--- src/rtl/serial_subtractor.sv ---
// serial_subtractor: bit-serial WIDTH-bit subtractor, diff = a - b - bin, LSB first, one bit per clock.
// Latency: accept at edge E0, done pulses in the cycle after E0+WIDTH; throughput one op per WIDTH+2 cycles.
// Backpressure: none; start is only honoured in IDLE, and requests during RUN/DONE are dropped, not queued.
//
// Ports: clk/rst (sync, active-high), start/a/b/bin request, busy/done status, diff/bout registered result.
// Optional: define SERIAL_SUB_OVF_EN to add the ovf output (two's-complement signed overflow).
module serial_subtractor #(
  parameter int WIDTH = 8
) (
  input  logic             clk,
  input  logic             rst,
  input  logic             start,
  input  logic [WIDTH-1:0] a,
  input  logic [WIDTH-1:0] b,
  input  logic             bin,
  output logic             busy,
  output logic             done,
  output logic [WIDTH-1:0] diff,
  output logic             bout
`ifdef SERIAL_SUB_OVF_EN
  ,
  output logic             ovf
`endif
);

  localparam int CW = (WIDTH > 1) ? $clog2(WIDTH) : 1;
  localparam logic [CW-1:0] LAST = CW'(WIDTH - 1);

  typedef enum logic [1:0] {
    S_IDLE = 2'd0,
    S_RUN  = 2'd1,
    S_DONE = 2'd2
  } state_t;

  state_t           state_q, state_d;
  logic [WIDTH-1:0] a_q, a_d;
  logic [WIDTH-1:0] b_q, b_d;
  logic             br_q, br_d;
  logic [WIDTH-1:0] res_q, res_d;
  logic [CW-1:0]    cnt_q, cnt_d;
  logic [WIDTH-1:0] diff_q, diff_d;
  logic             bout_q, bout_d;
`ifdef SERIAL_SUB_OVF_EN
  // Operand MSBs are kept aside because the operand registers are shifted away during RUN.
  logic             amsb_q, amsb_d;
  logic             bmsb_q, bmsb_d;
  logic             ovf_q, ovf_d;
`endif

  // Full-subtractor cell operating on the current LSBs and the borrow flop.
  logic d_bit;
  logic br_next;
  assign d_bit   = a_q[0] ^ b_q[0] ^ br_q;
  assign br_next = (~a_q[0] & b_q[0]) | (~(a_q[0] ^ b_q[0]) & br_q);

  // Partial result with the new bit shifted into the MSB; after the last bit this is the full result.
  logic [WIDTH-1:0] res_shift;
  generate
    if (WIDTH == 1) begin : g_w1
      assign res_shift = d_bit;
    end else begin : g_wn
      assign res_shift = {d_bit, res_q[WIDTH-1:1]};
    end
  endgenerate

  always_comb begin
    state_d = state_q;
    a_d     = a_q;
    b_d     = b_q;
    br_d    = br_q;
    res_d   = res_q;
    cnt_d   = cnt_q;
    diff_d  = diff_q;
    bout_d  = bout_q;
`ifdef SERIAL_SUB_OVF_EN
    amsb_d  = amsb_q;
    bmsb_d  = bmsb_q;
    ovf_d   = ovf_q;
`endif
    case (state_q)
      S_IDLE: begin
        if (start) begin
          a_d     = a;
          b_d     = b;
          br_d    = bin;
          res_d   = '0;
          cnt_d   = '0;
`ifdef SERIAL_SUB_OVF_EN
          amsb_d  = a[WIDTH-1];
          bmsb_d  = b[WIDTH-1];
`endif
          state_d = S_RUN;
        end
      end
      S_RUN: begin
        a_d   = a_q >> 1;
        b_d   = b_q >> 1;
        br_d  = br_next;
        res_d = res_shift;
        cnt_d = cnt_q + 1'b1;
        if (cnt_q == LAST) begin
          diff_d  = res_shift;
          bout_d  = br_next;
`ifdef SERIAL_SUB_OVF_EN
          ovf_d   = (amsb_q != bmsb_q) && (res_shift[WIDTH-1] != amsb_q);
`endif
          cnt_d   = '0;
          state_d = S_DONE;
        end
      end
      S_DONE: begin
        state_d = S_IDLE;
      end
      default: begin
        state_d = S_IDLE;
      end
    endcase
  end

  always_ff @(posedge clk) begin
    if (rst) begin
      state_q <= S_IDLE;
      a_q     <= '0;
      b_q     <= '0;
      br_q    <= 1'b0;
      res_q   <= '0;
      cnt_q   <= '0;
      diff_q  <= '0;
      bout_q  <= 1'b0;
`ifdef SERIAL_SUB_OVF_EN
      amsb_q  <= 1'b0;
      bmsb_q  <= 1'b0;
      ovf_q   <= 1'b0;
`endif
    end else begin
      state_q <= state_d;
      a_q     <= a_d;
      b_q     <= b_d;
      br_q    <= br_d;
      res_q   <= res_d;
      cnt_q   <= cnt_d;
      diff_q  <= diff_d;
      bout_q  <= bout_d;
`ifdef SERIAL_SUB_OVF_EN
      amsb_q  <= amsb_d;
      bmsb_q  <= bmsb_d;
      ovf_q   <= ovf_d;
`endif
    end
  end

  assign busy = (state_q == S_RUN);
  assign done = (state_q == S_DONE);
  assign diff = diff_q;
  assign bout = bout_q;
`ifdef SERIAL_SUB_OVF_EN
  assign ovf  = ovf_q;
`endif

endmodule

--- config.mk ---
export PLATFORM = sky130hd
export DESIGN_NAME = serial_subtractor
export DESIGN_NICKNAME = d
export VERILOG_FILES = /design/src/rtl/serial_subtractor.sv
export SDC_FILE = /design/constraint.sdc
export NUM_CORES = 1
export LEC_CHECK = 0
export ABC_CLOCK_PERIOD_IN_PS = 3950
export CAP_MARGIN = 30
export CORE_MARGIN = 4
export CORE_UTILIZATION = 50
export DETAILED_ROUTE_END_ITERATION = 8
export GPL_ROUTABILITY_DRIVEN = 0
export PLACE_DENSITY = 0.79
export SYNTH_ARGS = -nofsm -noshare
export SYNTH_HDL_FRONTEND = slang
export SYNTH_SLANG_ARGS = --single-unit
--- constraint.sdc ---
create_clock -name clk -period 3.95 [get_ports clk]
set_clock_uncertainty 0.2 [all_clocks]
set_input_delay 0.79 -clock clk [delete_from_list [all_inputs] [get_ports clk]]
set_output_delay 0.79 -clock clk [all_outputs]
set_load 0.05 [all_outputs]
After elaboration in Yosys (flattened, before gate mapping):

Cells that the tools add are included.

* logic and storage cells: 40
* bits in writable memories: 0
* memory bits (read-only): 0
* bits in latches: 0
* memories: 0
* register bits after elaboration: 39

* multiply operators: 0
* reductions and logical operators: 5
* divide/modulo/power cells: 0
* shift operators: 0
* muxes and demuxes: 14
* magnitude comparators: 0
* $add $sub $neg: 1
* equality and inequality tests: 5
* bitwise operators: 7

Operator list (number)
* one-hot mux 8 bit (2 select lines): 3
* 2-to-1 mux 8 bit: 3
* 2-to-1 mux 3 bit: 2
* one-hot mux 3 bit (2 select lines): 1
* AND reduction 2 bit: 3
* 2-to-1 mux 2 bit: 2
* one-hot mux 2 bit (2 select lines): 1
* adder 3 x 1 -> 3 bit, second input constant: 1
* equality test 3 bit, second input constant: 1
* AND 1 bit: 2
* equality test 2 x 1 -> 1 bit, second input constant: 1
* equality test 2 bit, second input constant: 1
* logical NOT 2 bit: 1
* != test 2 x 1 -> 1 bit, second input constant: 1
* != test 2 bit, second input constant: 1
* inverter 1 bit: 2
* one-hot mux 1 bit (2 select lines): 1
* nonzero test 2 bit: 1
* XOR 1 bit: 2
* 2-to-1 mux 1 bit: 1
* OR 1 bit: 1

Depth between registers and ports, before layout:

Gate-level depths: netlist of run 1.

* depth after elaboration: 5
* mapped depth: 7

Least setup slack after synthesis of run 1:

Ideal clock, no wire load.

* path type: reg2out
* start: register state_q[0]
* end: output port done
* cell stages (with the launch flop): 4
* path buffers: 2
* slack: 1654 ps
* data arrival time: 1306 ps
* cell sequence: dfxtp_1 > buf_4 > buf_2 > nor2b_1

* cells in the longest elaborated chain, start to end: 1

RTL lines
* from (decl): RTL line 35 `state_t state_q, state_d;`
* from (signal assigned): RTL line 136 `state_q <= state_d;`
* equality test 2 bit: RTL line 153 `assign done = (state_q == S_DONE);`
* to (decl): RTL line 17 `output logic done,`

No other way between the ends.

Final worst setup path of run 1:

* start: register state_q[0]
* end: output port busy

* cells in the longest elaborated chain, start to end: 1

RTL lines
* equality test 2 x 1 -> 1 bit: RTL line 152 `assign busy = (state_q == S_RUN);`
* to (decl): RTL line 16 `output logic busy,`

No other way between the ends.

==> impl_metrics.py, run 1 <==
metrics = {
    "routing": {
        "remaining_drc_errors": 0,
        "totalWireLength_um": 3420,
        "num_vias": 1360,
        "ant_nets": 0,
        "vias_per_cell": 5.51,
        "routedWlPerCell_um": 13.8,
        "initial_drc_count": 91,
        "firstDrtPassIters": 4,
    },
    "worst_setup_path": {
        "setup.reg_to_reg.worst_slack_ns": 1.94,
        "worstPathRequired_ns": 2.96,
        "arrival_ns": 2.39,
        "worstSetupStartpointType": "register",
        "cell_with_the_biggest_individual_delay_on_the_critical_path": "sky130_fd_sc_hd__clkdlybuf4s50_1",
        "critPathCaptureType": "output pin",
        "critical_path_peak_fanout": 19,
        "r2r.worst_path.cells": 5,
        "cp_cell_sequence": "nand2b_1, inv_2, clkdlybuf4s50_1",
        "critical_path.max_stage_delay_ns": 0.87,
        "timing.critical_path.from": "state_q[0]",
        "timing.rr.end": "bout",
        "r2r_start": "cnt_q[0]",
        "crit_type": "reg2out",
    },
    "floorplanning": {
        "die_w_um": 64.7,
        "area_inside_the_core_boundary_um2": 3050,
        "die-height_um": 64.7,
        "floorplan.die_area_um2": 4180,
        "num_io_pins": 31,
        "initial_core_utilization_pct": 52.6,
        "placement_rows": 20,
    },
    "hold_path": {
        "hp-class": "reg2reg",
        "hold_depth": 2,
        "min_from": "diff[4]",
        "hold_path_end": "diff[4]",
    },
    "cts": {
        "worst_skew_pair.late_latency_ns": 0.34,
        "cts-htree-levels": 2,
        "cts_inserted_buffers": 5,
        "cts_resized": 0,
        "clock-sinks": 38,
        "root_buffer": "sky130_fd_sc_hd__clkbuf_4",
        "clk_pin_slew_ns": 0.11,
        "post_cts_hold_buffer_count": 0,
        "cts.repair_timing.setup_buffer_count": 0,
        "cts_tree": "built",
        "clk_path_buf_depth": 2,
    },
    "sta": {
        "accumulated_negative_setup_slack_ns": 0,
        "max_slew_violation_count": 0,
        "fin_hold_ws_ns": 0.266,
        "report.final.hold_viol_count": 0,
        "finalCriticalPeriod_ns": 3.38,
        "maxClockFrequency_mhz": 296,
        "final-setup-viol-count": 0,
        "timing.final.crit_share_pct": 85.6,
        "slew_headroom_pct": 36.0,
        "timing_worst_slew_pin_value_ns": 0.956,
        "grt_setup_unrepaired": "false",
    },
    "final_layout": {
        "num-nets-final": 225,
        "area_growth_syn_to_layout_pct": 22.2,
        "num_antenna_cells": 0,
        "drive_gt1_share_pct": 6.90,
    },
    "job": {
        "max_cap_viols": 0,
    },
    "yosys": {
        "ys.warnings.count": 0,
        "synthesis.area_um2": 1610,
        "synth_cell_types": 24,
        "syn-instance-count": 178,
        "ys_top_cells_by_area": "sky130_fd_sc_hd__dfxtp_1, sky130_fd_sc_hd__nor2_1, sky130_fd_sc_hd__mux2i_1",
        "post-synth-top-area-fraction_pct": 47.4,
        "seq_area_frac_synth_pct": 47.4,
        "synth_top_cell_by_area": "sky130_fd_sc_hd__dfxtp_1",
        "postSynthAreaPerCell_um2": 9.03,
        "synth-seq-cells": 38,
        "synthesis.nets": 201,
    },
    "power_and_ir_drop": {
        "power-per-cell-area_nw_per_um2": 388,
        "design_power_total_mw": 0.761,
        "vdd.ir_drop.worst_mv": 0.236,
        "power.leakage_nw": 0.757,
    },
    "run_status": {
        "run_status": "finished, final reports clean",
    },
    "global_routing": {
        "antenna_violations_before_repair": 0,
        "grt_pass1_wl_um": 5890,
        "grt_max_degree": 28,
        "grt_overflow_total": 0,
        "groute.usage.overall_pct": 18.4,
        "first_global_vias": 1329,
    },
    "placement": {
        "buffer_ports.inserted": 30,
        "dpl.hpwl_um": 2440,
    },
}
critical path: cells and delay by family (launching register included):
kind,cells,cell delay (ns)
buffers and inverters,2,1.14
DFF,1,0.75
and+or+nand+nor,1,0.17
kinds of logic after synthesis:
family                     synth area share, %
AOI/OAI and AO/OA                         20.4
buffers and inverters                     7.16
DFF                                       47.4
adders and majority gates                 2.80
and+or+nand+nor                           14.8
muxes                                     7.48
layer usage:
layer / track usage (%) / wire, µm / vias up
met5: 0 / 0 / -
met4: 5.54 / 51 / 0
met3: 8.67 / 222 / 5
met2: 29.4 / 1630 / 34
met1: 22.0 / 1510 / 650
li1: - / - / 671
cell usage in the layout (no fill, tap or decap), drive strengths merged:
master	netlist	layout
a21oi	18	18
nand3	8	8
o21ai	2	2
or3b	2	2
o221a	4	4
nand2b	2	2
nor2	33	33
dfxtp	38	38
o21bai	1	1
nor2b	1	1
inv	7	7
nand2	8	8
buf	10	2
fa	1	1
a22oi	10	10
o21ba	1	1
clkbuf	5	7
ha	2	2
bufinv	0	1
a211oi	12	12
clkdlybuf4s50	0	30
nand3b	1	1
mux2i	12	12
power breakdown:
group	switching, mW	internal, mW
Combinational	0.0453	0.0458
Sequential	0.0139	0.401
Clock	0.122	0.134
Total	0.181	0.581
final cells by class:
class | instances | area (µm²)
Tap cell | 44 | 55.1
Clock inverter | 1 | 30.0
Inverter | 7 | 26.3
Multi-Input combinational cell | 118 | 731
Timing Repair Buffer | 32 | 315
Clock buffer | 7 | 45.0
Fill cell | 283 | 1090
Sequential cell | 38 | 761
synth_stat cells:
library cell               number
sky130_fd_sc_hd__a211oi_1      12
sky130_fd_sc_hd__a21oi_1       18
sky130_fd_sc_hd__a22oi_1       10
sky130_fd_sc_hd__buf_2          5
sky130_fd_sc_hd__buf_4          3
sky130_fd_sc_hd__buf_6          2
sky130_fd_sc_hd__clkbuf_1       5
sky130_fd_sc_hd__dfxtp_1       38
sky130_fd_sc_hd__fa_1           1
sky130_fd_sc_hd__ha_1           2
sky130_fd_sc_hd__inv_1          6
sky130_fd_sc_hd__inv_2          1
sky130_fd_sc_hd__mux2i_1       12
sky130_fd_sc_hd__nand2_1        8
sky130_fd_sc_hd__nand2b_1       2
sky130_fd_sc_hd__nand3_1        8
sky130_fd_sc_hd__nand3b_1       1
sky130_fd_sc_hd__nor2_1        33
sky130_fd_sc_hd__nor2b_1        1
sky130_fd_sc_hd__o21ai_0        2
sky130_fd_sc_hd__o21ba_2        1
sky130_fd_sc_hd__o21bai_1       1
sky130_fd_sc_hd__o221a_2        4
sky130_fd_sc_hd__or3b_1         2
registers in the layout (all words and copies together) (netlist names):
name and count:
a_q 8, b_q 8, diff 8, res_q 7
cnt_q 3, state_q 2, bout 1, br_q 1
metrics by stage:
stage / util [%] / setup slack, ns / instances / instance area, µm²
after floorplan: - / 1.65 / 178 / 1610
after global placement: 61.8 / 1.01 / 239 / 1890
after detailed placement: 61.8 / 0.946 / 239 / 1890
after CTS: 64.3 / 0.565 / 247 / 1960
after global routing: 64.3 / 0.364 / 247 / 1960
final: 64.3 / 0.568 / 247 / 1960
worst max path at each step:
stage	to	slack [ns]	cells past startpoint
floorplan	done	1.65	3
global placement	busy	1.01	3
detailed placement	busy	0.95	3
CTS	busy	0.57	3
global route	busy	0.36	3
finish	busy	0.57	3
No activity file was read; power rests on OpenSTA's default activity.
==> run 2, diff against run 1 <==
Settings changed: CORE_MARGIN 4 to 10, CORE_UTILIZATION 50 to 54, PLACE_DENSITY 0.79 to 0.85.
==> run 2 against run 1 <==
  * Power rose by 12%
  * Critical path type unchanged
  * Via count fell by 0.74%
  * Global-route usage fell by 4.0 points
  * First-iteration DRC count rose by 14%
  * Combinational power rose by 0.7%
==> impl_metrics.py, run 2 (synthesis gave the netlist of run 1 again) <==
metrics = {
    "worst_setup_path": {
        "critical_path_depth": 3,
        "arrival_ns": 2.41,
        "worstPathRequired_ns": 2.96,
        "critical_path_peak_fanout": 19,
        "r2r.worst_path.cells": 5,
        "worst-path-buf-inv": 2,
        "cpLargestDelayFamily": "buffers and inverters",
        "timing.rr.end": "bout",
        "cp_cell_sequence": "nand2b_1, inv_2, clkdlybuf4s50_1",
        "crit_type": "reg2out",
        "cell_with_the_biggest_individual_delay_on_the_critical_path": "sky130_fd_sc_hd__clkdlybuf4s50_1",
        "worstSetupStartpointType": "register",
        "r2r_start": "cnt_q[0]",
        "critPathCaptureType": "output pin",
        "setup.reg_to_reg.worst_slack_ns": 1.97,
        "cp-endpoint": "busy",
        "timing.critical_path.from": "state_q[0]",
        "critical_path.max_stage_delay_ns": 0.87,
    },
    "sta": {
        "maxClockFrequency_mhz": 294,
        "timing.final.crit_share_pct": 86.0,
        "max_slew_violation_count": 0,
        "grt_setup_unrepaired": "false",
        "report.final.hold_viol_count": 0,
        "timing_worst_slew_pin_value_ns": 0.754,
        "accumulated_negative_setup_slack_ns": 0,
        "final-setup-viol-count": 0,
        "finalCriticalPeriod_ns": 3.40,
        "slew_headroom_pct": 49.6,
    },
    "floorplanning": {
        "floorplan.die_area_um2": 5560,
        "placement_rows": 19,
        "initial_core_utilization_pct": 57.3,
        "die_w_um": 74.5,
        "die-height_um": 74.5,
        "area_inside_the_core_boundary_um2": 2810,
        "num_io_pins": 31,
    },
    "global_routing": {
        "antenna_violations_before_repair": 0,
        "first_global_vias": 1292,
        "grt_max_degree": 29,
        "grt_pass1_wl_um": 6150,
        "grt_overflow_total": 0,
        "groute.usage.overall_pct": 14.4,
    },
    "cts": {
        "clk_path_buf_depth": 2,
        "cts-htree-levels": 2,
        "cts_resized": 0,
        "clk_pin_slew_ns": 0.11,
        "root_buffer": "sky130_fd_sc_hd__clkbuf_4",
        "cts_inserted_buffers": 5,
        "cts_tree": "built",
        "cts.repair_timing.setup_buffer_count": 0,
        "clock-sinks": 38,
        "post_cts_hold_buffer_count": 0,
        "worst_skew_pair.late_latency_ns": 0.34,
    },
    "routing": {
        "firstDrtPassIters": 5,
        "num_vias": 1350,
        "ant_nets": 0,
        "totalWireLength_um": 3730,
        "vias_per_cell": 5.77,
        "routedWlPerCell_um": 15.9,
        "remaining_drc_errors": 0,
        "initial_drc_count": 104,
    },
    "power_and_ir_drop": {
        "power.leakage_nw": 0.776,
        "power-per-cell-area_nw_per_um2": 428,
        "vdd.ir_drop.worst_mv": 0.289,
    },
    "placement": {
        "dpl.hpwl_um": 2580,
        "buffer_ports.inserted": 30,
        "placedCellCount": 226,
    },
    "final_layout": {
        "final_cell_count_no_fill": 234,
        "drive_gt1_share_pct": 7.88,
        "num-nets-final": 225,
        "most-common-layout-cells": "sky130_fd_sc_hd__dfxtp_1, sky130_fd_sc_hd__nor2_1, sky130_fd_sc_hd__clkdlybuf4s50_1",
        "final_common_cell": "sky130_fd_sc_hd__dfxtp_1",
        "num_antenna_cells": 0,
        "area_growth_syn_to_layout_pct": 23.4,
    },
    "job": {
        "max_cap_viols": 0,
    },
    "run_status": {
        "run_status": "finished, final reports clean",
    },
    "hold_path": {
        "hp-class": "reg2reg",
    },
}
## run 2: cell types whose count changed in the layout (fill, tap and decap cells not counted)
cell,previous run,this run
sky130_fd_sc_hd__bufinv_16,1,2
sky130_fd_sc_hd__clkbuf_1,2,0
sky130_fd_sc_hd__clkbuf_8,0,1
## run 2: area by class of cell
type,instances,area (µm²)
well taps,31,38.8
repair buffers,32,315
flip-flops and latches,38,761
clock inverters,2,60.1
inverters,7,26.3
multi-input cells,118,731
fillers,202,822
clock buffers,6,51.3
## run 2: worst min path at each step
| stage | start | end | slack, ns | depth (start not counted) |
|---|---|---|---|---|
| 6_report | diff[4] | diff[4] | 0.26 | 2 |
| 5_1_grt | diff[4] | diff[4] | 0.30 | 2 |
| 4_1_cts | diff[6] | diff[6] | 0.27 | 2 |
| 3_5_place_dp | diff[6] | diff[6] | 0.25 | 2 |
| 3_3_place_gp | diff[0] | diff[0] | 0.25 | 2 |
| 2_1_floorplan | res_q[1] | diff[0] | 0.24 | 2 |
## run 2: where the power goes
part / switching [mW] / total, mW / internal (mW)
combinational: 0.0462 / 0.0917 / 0.0455
clock: 0.128 / 0.343 / 0.214
sequential: 0.0148 / 0.415 / 0.401
total: 0.189 / 0.850 / 0.660
## run 2: per-stage QoR
| stage | cell area [µm²] | power [mW] | setup WS, ns | util [%] | hold WS, ns |
|---|---|---|---|---|---|
| after global placement | 1870 | 0.508 | 1.02 | 66.7 | 0.246 |
| after floorplan | 1610 | 0.484 | 1.65 | - | 0.243 |
| after detailed placement | 1870 | 0.514 | 0.944 | 66.7 | 0.249 |
| after CTS | 1980 | 0.854 | 0.555 | 70.7 | 0.266 |
| after global routing | 1980 | 0.883 | 0.426 | 70.7 | 0.303 |
| final | 1980 | 0.850 | 0.553 | 70.7 | 0.264 |
## run 2: tightest hold or removal path: cells and delay by family, from the launching register on
| kind | cells | cell delay, ns |
|---|---|---|
| simple gates | 1 | 0.05 |
| compound gates | 1 | 0.05 |
| flops | 1 | 0.33 |
## run 2: per-layer routing
metal / wire [µm] / vias up / track usage (%) / part of all wire (%)
li1: - / 668 / - / -
met1: 1560 / 640 / 15.5 / 42
met2: 1850 / 38 / 23.8 / 50
met3: 274 / 4 / 6.12 / 7.3
met4: 48 / 0 / 6.93 / 1.3
met5: 0 / - / 0 / 0
==> run 3, diff against run 2 <==
Settings changed: CAP_MARGIN 30 to default.
==> results of run 3 <==
Final layout, timing and power as in run 2 (identical DEF).
